`config.mk`:
```
export PLATFORM = sky130hd
export DESIGN_NAME = bit_serial_mult_fx
export DESIGN_NICKNAME = d
export VERILOG_FILES = /design/src/rtl/bit_serial_mult_fx_pkg.sv /design/src/rtl/bit_serial_mult_fx_saturate.sv /design/src/rtl/bit_serial_mult_fx.sv
export SDC_FILE = /design/constraint.sdc
export NUM_CORES = 1
export LEC_CHECK = 0
export ABC_AREA = 1
export BUFFER_PORTS_ARGS = -buffer_cell sky130_fd_sc_hd__buf_4
export CORE_MARGIN = 8
export CORE_UTILIZATION = 45
export DETAILED_ROUTE_END_ITERATION = 7
export SLEW_MARGIN = 20
export SYNTH_ARGS = -nofsm -noshare
export SYNTH_HDL_FRONTEND = slang
export SYNTH_SLANG_ARGS = --single-unit
export TNS_END_PERCENT = 50
```
`constraint.sdc`:
```
create_clock -name clk -period 7.1 [get_ports clk]
set_clock_uncertainty 0.15 [all_clocks]
set_input_delay 0.71 -clock clk [delete_from_list [all_inputs] [get_ports clk]]
set_output_delay 0.71 -clock clk [all_outputs]
set_load 0.005 [all_outputs]
```
`src/rtl/bit_serial_mult_fx_pkg.sv`:
```
// Shared definitions for the bit-serial arithmetic blocks: FSM state
// encoding and the width of the per-product bit counter.
package bit_serial_mult_fx_pkg;

   typedef enum logic {
      ST_IDLE = 1'b0,
      ST_RUN  = 1'b1
   } state_t;

   // Counter must hold 0..w-1.
   function automatic int cnt_w(input int w);
      return (w <= 2) ? 1 : $clog2(w);
   endfunction

endpackage

```
`src/rtl/bit_serial_mult_fx_saturate.sv`:
```
// Combinational fixed-point output stage: shift the full product right by
// SHIFT (arithmetic when SIGNED, i.e. truncation toward -inf) and clamp it
// into an OUT_W-bit range, flagging when clamping altered the value.
module fx_saturate
   import bit_serial_mult_fx_pkg::*;
#(
   parameter int IN_W   = 16,
   parameter int OUT_W  = 8,
   parameter int SHIFT  = 0,
   parameter int SIGNED = 1
) (
   input  logic [IN_W-1:0]  acc,
   output logic [OUT_W-1:0] fx,
   output logic             clamped
);

   function automatic logic [IN_W-1:0] rescale(input logic [IN_W-1:0] v);
      logic signed [IN_W-1:0] sv;
      sv = $signed(v);
      if (SIGNED != 0) return $unsigned(sv >>> SHIFT);
      return v >> SHIFT;
   endfunction

   // Returns {clamped, value}.
   function automatic logic [OUT_W:0] saturate(input logic [IN_W-1:0] v);
      if (SIGNED != 0) begin
         if ((&v[IN_W-1:OUT_W-1]) || !(|v[IN_W-1:OUT_W-1]))
            return {1'b0, v[OUT_W-1:0]};
         else if (v[IN_W-1])
            return {1'b1, 1'b1, {(OUT_W-1){1'b0}}};
         else
            return {1'b1, 1'b0, {(OUT_W-1){1'b1}}};
      end
      if (!(|v[IN_W-1:OUT_W]))
         return {1'b0, v[OUT_W-1:0]};
      return {1'b1, {OUT_W{1'b1}}};
   endfunction

   logic [IN_W-1:0] shifted;

   // Rescale then clamp the finished product.
   always_comb begin
      shifted        = rescale(acc);
      {clamped, fx}  = saturate(shifted);
   end

endmodule

```
`src/rtl/bit_serial_mult_fx.sv`:
```
// Shift-add bit-serial multiplier: one multiplier bit per clock, exact
// 2*WIDTH product plus a rescaled, saturated WIDTH-bit fixed-point value.
// A new start is accepted while idle or in the final bit cycle, giving one
// product every WIDTH cycles when start is held.
module bit_serial_mult_fx
   import bit_serial_mult_fx_pkg::*;
#(
   parameter int WIDTH  = 8,
   parameter int FRAC   = 0,
   parameter int SIGNED = 1
) (
   input  logic               clk,
   input  logic               rst_n,
   input  logic               start,
   input  logic [WIDTH-1:0]   in_x,
   input  logic [WIDTH-1:0]   in_y,
   output logic               busy,
   output logic               finished,
   output logic [2*WIDTH-1:0] out,
   output logic [WIDTH-1:0]   out_fx,
   output logic               overflow
);

   localparam int CW = cnt_w(WIDTH);
   localparam int PW = 2 * WIDTH;

   state_t                 state;
   logic [CW-1:0]          count;
   logic [WIDTH-1:0]       y_sr;
   logic signed [PW-1:0]   x_sh;
   logic signed [PW-1:0]   acc;
   logic signed [PW-1:0]   addend;
   logic signed [PW-1:0]   acc_nxt;
   logic signed [PW-1:0]   x_ext;
   logic                   last;
   logic                   accept;
   logic [WIDTH-1:0]       fx_w;
   logic                   fx_ovf;

   assign busy   = (state == ST_RUN);
   assign last   = (state == ST_RUN) && (count == CW'(WIDTH - 1));
   assign accept = start && ((state == ST_IDLE) || last);
   assign x_ext  = (SIGNED != 0) ? $signed({{WIDTH{in_x[WIDTH-1]}}, in_x})
                                 : $signed({{WIDTH{1'b0}}, in_x});

   // Partial-product step; the MSB carries negative weight in signed mode.
   always_comb begin
      addend = '0;
      if (y_sr[0])
         addend = (last && (SIGNED != 0)) ? -x_sh : x_sh;
      acc_nxt = acc + addend;
   end

   fx_saturate #(
      .IN_W   (PW),
      .OUT_W  (WIDTH),
      .SHIFT  (FRAC),
      .SIGNED (SIGNED)
   ) u_sat (
      .acc     (acc_nxt),
      .fx      (fx_w),
      .clamped (fx_ovf)
   );

   // Control FSM, bit counter and held result registers.
   always_ff @(posedge clk) begin
      if (!rst_n) begin
         state    <= ST_IDLE;
         count    <= '0;
         finished <= 1'b0;
         out      <= '0;
         out_fx   <= '0;
         overflow <= 1'b0;
      end else begin
         finished <= last;
         if (last) begin
            out      <= acc_nxt;
            out_fx   <= fx_w;
            overflow <= fx_ovf;
         end
         case (state)
            ST_IDLE: begin
               if (start) begin
                  state <= ST_RUN;
                  count <= '0;
               end
            end
            ST_RUN: begin
               if (last) begin
                  state <= start ? ST_RUN : ST_IDLE;
                  count <= '0;
               end else begin
                  count <= count + 1'b1;
               end
            end
            default: state <= ST_IDLE;
         endcase
      end
   end

   // Operand shift registers and accumulator; capture on accept, shift in RUN.
   always_ff @(posedge clk) begin
      if (accept) begin
         x_sh <= x_ext;
         y_sr <= in_y;
         acc  <= '0;
      end else if (state == ST_RUN) begin
         x_sh <= x_sh <<< 1;
         y_sr <= y_sr >> 1;
         acc  <= acc_nxt;
      end
   end

endmodule

```
# After elaboration in Yosys (flattened, before gate mapping)
# Index checks and enable logic that the tools add are counted.
# op_classes
add_sub_neg,3
eq_ne,2
n_mux,14
n_bitwise,1
n_reduce_logical,8
# ops
operator,count
16-bit two-way mux,4
8-bit two-way mux,3
16-bit adder,1
16-bit negation,1
9-bit two-way mux,1
9-bit AND reduction,1
9-bit OR reduction,1
3-bit two-way mux,2
3-bit one-hot mux with 2 select lines,1
"3-bit by 1-bit adder with 3-bit output, second input constant",1
"3-bit == test, second input constant",1
1-bit logical AND,2
1-bit logical OR,2
1-bit two-way mux,2
"2-bit inequality test, second input constant",1
1-bit one-hot mux with 2 select lines,1
2-bit nonzero test,1
1-bit logical NOT,1
1-bit inverter,1
# totals
reg_bits,70
input_bits,19
elab_cells,37

# Logic depth before layout (Yosys ltp)
# Gate-level depths: netlist of the first run.
# depth
word_depth,9
depth_mapped,25
ltp_nobuf,25

# Modules after synthesis
# Synthesis of the first run repeated with hierarchy kept, for this count alone.
# hier_totals
cells_unflattened,516
area_unflattened_um2,3927.5
# by_module_without_submodules
mod,instances,cells_per_inst,area_per_inst_um2,seq_area_each_um2
bit_serial_mult_fx,1,485,3793.6,1641.6
fx_saturate,1,31,133.9,0.0

# Least setup slack after synthesis of the first run
# OpenSTA, ideal clock, no wires.
# synth_path
path_type,register to register
startpoint,reg count[0]
endpoint,reg out_fx[6]
t_arrival_ns,2.942
required_time_ns,6.828
slack_ns,3.886
stages_incl_launch_ff,21
path_cell_list,dfxtp_1 ha_1 ha_1 nand2_4 clkbuf_1 nor2_1 nor3_1 inv_1 fa_1 inv_1 nand3_1 nand3_2 nand3_1 nand3_1 nand2_1 nand2_2 nand2_1 nor2_2 nand2_1 a21oi_4 a21oi_1
# synth_between
elab_chain_len,9
# synth_rtl
element,line,text
"start, declared",bit_serial_mult_fx.sv:28,logic [CW-1:0] count;
"start signal, assigned",bit_serial_mult_fx.sv:93,count <= count + 1'b1;
3-bit == test *,bit_serial_mult_fx.sv:41,assign last = (state == ST_RUN) && (count == CW'(WIDTH - 1));
1-bit logical AND *,bit_serial_mult_fx.sv:41,
16-bit two-way mux,bit_serial_mult_fx.sv:50,addend = (last && (SIGNED != 0)) ? -x_sh : x_sh;
16-bit two-way mux,bit_serial_mult_fx.sv:49,if (y_sr[0])
16-bit adder,bit_serial_mult_fx.sv:51,acc_nxt = acc + addend;
9-bit OR reduction,bit_serial_mult_fx_saturate.sv:27,if ((&v[IN_W-1:OUT_W-1]) || !(|v[IN_W-1:OUT_W-1]))
1-bit logical NOT,bit_serial_mult_fx_saturate.sv:27,
1-bit logical OR,bit_serial_mult_fx_saturate.sv:27,
9-bit two-way mux,bit_serial_mult_fx_saturate.sv:27,
"end signal, assigned",bit_serial_mult_fx.sv:78,out_fx <= fx_w;
"end, declared",bit_serial_mult_fx.sv:20,"output logic [WIDTH-1:0] out_fx,"
# Every way passes the cells marked *; elsewhere a longest branch is shown, timed or not.
# A chain may end at the register's enable or synchronous reset.

# Worst setup path after layout of the first run
# Same ends and word-level chain as after synthesis.

==> impl_metrics.tcl, run 1 <==
set metrics [dict create \
    ys_ff_latch 70 \
    fin_nets 679 \
    fin_setup_tns_ns 0 \
    min_path_type "flop to flop" \
    dp_slack_ns 2.76 \
    drc_errors 0 \
    antenna_cells 0 \
    syn-num-nets 637 \
    areaGrowthSynthToFinish_pct 15.2 \
    die_area_mm2 0.0127 \
    cp_common_cell "nand2_1" \
    wirelength_mm 10.6 \
    ys_warn_count 0 \
    rsz0062_at_grt "no" \
    post_cts_buffers 0 \
    period_minus_slack_ns 4.53 \
    core_area_mm2 0.00915 \
    fmax_mhz 221 \
    clk-insertion-delay-late_ns 0.36 \
    std_cell_rows 35 \
    wl_per_cell_um 14.0 \
    gp_congestion 0.892 \
    setup_violations 0 \
    combPwrFrac_pct 28.3 \
    grt_start_max_net_pins 34 \
    path_cells "ha_1 -> ha_1 -> nand2_4 -> clkinv_1 -> a21oi_1 -> o21ai_0 -> o21ai_0 -> a21oi_1 -> ha_1 -> nand2_1 -> inv_1 -> nand2_1 -> nand2_1 -> a21oi_1 -> nand2_1 -> nand2_1 -> nand3_1 -> nor2_1 -> nand2_1 -> a21oi_4 -> a21oi_1" \
    clock_power_share_pct 29.9 \
    intPower_mw 0.749 \
    fin_crit_sh_pct 63.8 \
    die_height_um 113 \
    cts_tree "yes" \
    mostFrequentLayoutCell "nand2_1" \
    worstPathRequired_ns 7.17 \
    dp_hpwl_mm 8.08 \
    netlist_instances 599 \
    final_util_pct 53.1 \
    grt_use_met1_pct 21.9 \
    critical_path_class "flop to flop" \
    switching_share_pct 34.6 \
    cts.sinks 70 \
    antenna_found_initial 0 \
    postRouteAntennaNets 0 \
    cp-end-kind "flop" \
    cap_violations 0 \
    cp_top_family "compound AO/OA/AOI/OAI gates" \
    setup_ws_ns 2.57 \
    dr.first_iter.drc_count 195 \
    cts_root_buf "clkbuf_8" \
    holdWs_ns 0.323 \
    ir_drop_mv 0.0955 \
    grt-ovfl-total 0 \
    viasPerCell 5.05 \
    p_seq_share_pct 41.8 \
    path_buf_inv 2 \
    slowest_delay_ns 0.71 \
    synth.cell_area_mm2 0.00422 \
    grt_pass1_wl_mm 17.8 \
    gr-usage-met3_pct 3.89 \
    io_buffers 45 \
    avgSynthCellArea_um2 7.04 \
    layout_common_cells "nand2_1, inv_1, buf_4" \
    p_leak_nw 2.47 \
    critPathLaunchType "flop" \
    crit_fanout 26 \
    synth_edf_count 24 \
    vias 3823 \
    yosysUniqueCellTypes 33 \
    p_per_area_mw_per_mm2 236 \
    tightestPinTransition_ns 1.08 \
    cts_resized 0 \
    maxSlewViolCount 0 \
    crit_arrival_ns 4.60 \
    io-pin-count 46 \
    ys_async_sr_fraction_pct 0 \
    finalHoldViolCount 0 \
    status "finished clean" \
    drive_above_1_share_pct 14.1 \
    max_slew_margin_pct 27.9 \
    synth-seq-area-share_pct 38.9 \
    cts_made_buffers 9 \
    cts-htree-levels 3 \
    clockBufferDepth 2 \
    start_util_pct 46.1 \
    die_w_um 113 \
    grtUsageMet2_pct 27.7 \
    hold_buffers 0 \
    power.switching_mw 0.397 \
    grt_use_total_pct 17.2 \
    top_usage_layer "met2" \
    grt_pass1_vias 3645 \
    first_pass_iters 4 \
    ys.flop_type "dfxtp_1" \
    path_clk_slew_ns 0.09 \
    cp_slowest_cell "clkinv_1" \
]
[layout make-up]
cell class / instances / area, µm²
Fill cell: 909 / 4290
Multi-Input combinational cell: 420 / 2170
Sequential cell: 70 / 1640
Timing Repair Buffer: 47 / 353
Inverter: 93 / 349
Clock buffer: 11 / 153
Tap cell: 111 / 139
Clock inverter: 5 / 57.6
[metrics by stage]
stage / area [µm²] / total power, mW / instances
after floorplan: 4220 / 0.725 / 599
after global placement: 4650 / 0.808 / 741
after detailed placement: 4650 / 0.811 / 741
after CTS: 4860 / 1.15 / 757
after global routing: 4860 / 1.23 / 757
final: 4860 / 1.15 / 757
[synth_stat cells, types with 2 or more instances]
cell type,instances,area share [%]
o21a_1,2,0.36
xnor2_1,5,1.0
o21ai_0,44,5.2
clkbuf_1,13,1.2
nand2_4,2,0.53
o211ai_1,15,2.7
nand2_2,9,1.3
nor2_1,29,2.6
nor3_1,9,1.1
edfxtp_1,24,17
buf_1,2,0.18
a21oi_1,34,4.0
nand3_2,7,1.7
nand3_1,35,4.2
nand4_1,10,1.5
inv_1,90,8.0
nor2_2,6,0.89
clkinv_1,2,0.18
nand2_1,184,16
ha_1,18,5.3
nand3b_1,2,0.36
dfxtp_1,46,22
[routing by layer]
layer,wire length (µm),up-vias
li1,-,2025
met1,4970,1694
met2,4790,92
met3,661,12
met4,156,0
met5,0,-
[flip-flops by register name, indices dropped and copies added (netlist names)]
name / flops
overflow: 1
acc: 16
finished: 1
y_sr: 8
out: 16
x_sh: 16
count: 3
busy: 1
out_fx: 8
[worst reg2reg max path: stages (launching register included)]
cell      delay (ns)
dfxtp_1         0.33
ha_1            0.20
ha_1            0.22
nand2_4         0.28
clkinv_1        0.71
a21oi_1         0.47
o21ai_0         0.16
o21ai_0         0.16
a21oi_1         0.06
ha_1            0.35
nand2_1         0.11
inv_1           0.04
nand2_1         0.05
nand2_1         0.05
a21oi_1         0.23
nand2_1         0.11
nand2_1         0.09
nand3_1         0.07
nor2_1          0.09
nand2_1         0.11
a21oi_4         0.25
a21oi_1         0.10
[kinds of logic after synthesis]
family | share of synthesized area (%)
and+or+nand+nor | 31.1
buffers and inverters | 9.73
AOI/OAI and AO/OA | 13.3
DFF | 38.9
adders and majority gates | 5.81
xor gates and xnor gates | 1.04
[power groups by stage]
stage	logic [mW]	clock network, mW	registers [mW]
floorplan	0.247	0	0.478
global placement	0.321	0	0.487
detailed placement	0.323	0	0.488
CTS	0.325	0.351	0.479
global route	0.372	0.370	0.483
finish	0.325	0.342	0.479
[worst paths after layout]
path / startpoint / end / slack, ns / cells after the start
max reg2reg: count[0] / out_fx[6] / 2.57 / 21
min reg2reg: count[1] / count[1] / 0.32 / 2
min: count[1] / count[1] / 0.32 / 2
max: count[0] / out_fx[6] / 2.57 / 21
No activity file was read; power rests on OpenSTA's default activity.
==> inputs of run 2 (changes only) <==
==> constraint.sdc (replaced) <==
create_clock -name clk -period 4.6 [get_ports clk]
set_clock_uncertainty 0.15 [all_clocks]
set_input_delay 0.46 -clock clk [delete_from_list [all_inputs] [get_ports clk]]
set_output_delay 0.46 -clock clk [all_outputs]
set_load 0.005 [all_outputs]
==> run 2 against run 1 <==
Global-route usage is 0.28 points lower. First-iteration DRC count rose by 3.1%. Register-to-register slack lost 1.9 ns. Sequential power increased by 54%. Highest routed layer unchanged.
==> impl_metrics.tcl, run 2 (same netlist as run 1, synthesis figures left out) <==
set metrics [dict create \
    status "finished clean" \
    grt_use_total_pct 16.9 \
    m1WireLength_mm 5.20 \
    fin_nets 680 \
    finalHoldViolCount 0 \
    hold_buffers 0 \
    final_util_pct 52.9 \
    nFillCells 943 \
    seqCellArea_mm2 0.00164 \
    setup_violations 0 \
    wl_per_cell_um 14.0 \
    fmax_mhz 257 \
    max_slew_margin_pct 38.7 \
    wl_met2_mm 4.81 \
    antenna_found_initial 0 \
    vias 3885 \
    grt_start_max_net_pins 34 \
    drive_above_1_share_pct 14.2 \
    dp_hpwl_mm 8.23 \
    antenna_cells 0 \
    std_cell_rows 35 \
    path_clk_slew_ns 0.09 \
    cts-htree-levels 3 \
    crit_fanout 7 \
    cap_violations 0 \
    cts_made_buffers 9 \
    ir_drop_mv 0.197 \
    clk-insertion-delay-late_ns 0.34 \
    fin_cells 758 \
    grt-ovfl-total 0 \
    cts_tree "yes" \
    rsz0062_at_grt "no" \
    die_area_mm2 0.0127 \
    start_util_pct 46.1 \
    cts.sinks 70 \
    first_pass_iters 5 \
    dr_wl_met3_um 517 \
    wirelength_mm 10.6 \
    cts_root_buf "clkbuf_8" \
    holdWs_ns 0.226 \
    multi_input_area_mm2 0.00217 \
    grt_pass1_vias 3583 \
    viasPerCell 5.13 \
    layout_common_cells "nand2_1, inv_1, buf_4" \
    top_regs "acc x16, out x16, x_sh x16" \
    critical_path_class "flop to flop" \
    period_minus_slack_ns 3.90 \
    postRouteAntennaNets 0 \
    clockBufferDepth 2 \
    p_per_area_mw_per_mm2 352 \
    drc_errors 0 \
    mostFrequentLayoutCell "nand2_1" \
    dr.max_layer_used "met4" \
    p_leak_nw 2.46 \
    tightestPinTransition_ns 0.918 \
    grt_pass1_wl_mm 17.6 \
    min_path_type "input port to flop" \
    die_height_um 113 \
    crit_arrival_ns 3.96 \
    post_cts_buffers 0 \
    areaGrowthSynthToFinish_pct 14.8 \
    io-pin-count 46 \
    io_buffers 45 \
    dp_cells 742 \
    gp_congestion 0.917 \
    critPathLaunchType "flop" \
    fin_setup_tns_ns 0 \
    fin_crit_sh_pct 84.7 \
    dr.first_iter.drc_count 201 \
    worstPathRequired_ns 4.67 \
    cts_resized 0 \
    core_area_mm2 0.00915 \
    maxSlewViolCount 0 \
    cp-end-kind "flop" \
    die_w_um 113 \
]
run 2: cell types whose count changed in the layout (fill, tap and decap cells not counted):
cell,before,now
bufinv_16,1,0
inv_4,0,1
buf_4,47,48
clkinvlp_4,0,1
clkinv_4,2,1
run 2: final timing paths:
path                            startpoint   endpoint  slack (ns)  cells past startpoint
worst max register to register     x_sh[1]  out_fx[3]        0.70                     23
worst max-delay path               x_sh[1]  out_fx[3]        0.70                     23
worst min-delay path               in_y[2]    y_sr[2]        0.23                      3
worst min register to register     out[14]    out[14]        0.32                      2
run 2: stage by stage:
step / setup slack [ns] / instance area (µm²) / power [mW]
floorplan: 1.39 / 4220 / 1.12
global placement: 0.760 / 4660 / 1.25
detailed placement: 0.751 / 4660 / 1.25
CTS: 0.723 / 4840 / 1.73
global route: 0.298 / 4840 / 1.82
finish: 0.703 / 4840 / 1.71
run 2: worst max-delay path: stages, from the launching register on:
cell	delay, ns
edfxtp_1	0.43
inv_1	0.10
ha_1	0.17
inv_1	0.08
nor4_2	0.32
nand2_1	0.14
nor2_1	0.19
inv_1	0.08
o21ai_1	0.16
o21ai_0	0.09
a21oi_1	0.22
ha_1	0.35
nand2_1	0.11
inv_1	0.04
nand2_1	0.05
nand2_1	0.05
a21oi_1	0.22
nand2_1	0.11
nand2_1	0.09
nand3_1	0.07
nor2_1	0.09
nand2_1	0.11
a21oi_4	0.24
a21oi_1	0.10
run 2: layout make-up:
| type | count | share of cell area (%) |
|---|---|---|
| Multi-Input combinational cell | 420 | 44.7 |
| Sequential cell | 70 | 33.9 |
| Timing Repair Buffer | 48 | 7.44 |
| Inverter | 93 | 7.21 |
| Clock buffer | 11 | 3.15 |
| Tap cell | 111 | 2.87 |
| Clock inverter | 5 | 0.672 |
run 2: layer usage:
layer	GRT usage, %	up-vias
met2	27.3	93
met4	4.41	0
met3	3.78	7
li1	-	2029
met1	22.4	1756
met5	0	-
run 2: report_power, final:
group | switching [mW] | total [mW] | internal (mW) | leakage (nW)
clock | 0.238 | 0.466 | 0.228 | 0.0948
combinational | 0.328 | 0.501 | 0.173 | 1.75
sequential | 0.0378 | 0.738 | 0.700 | 0.624
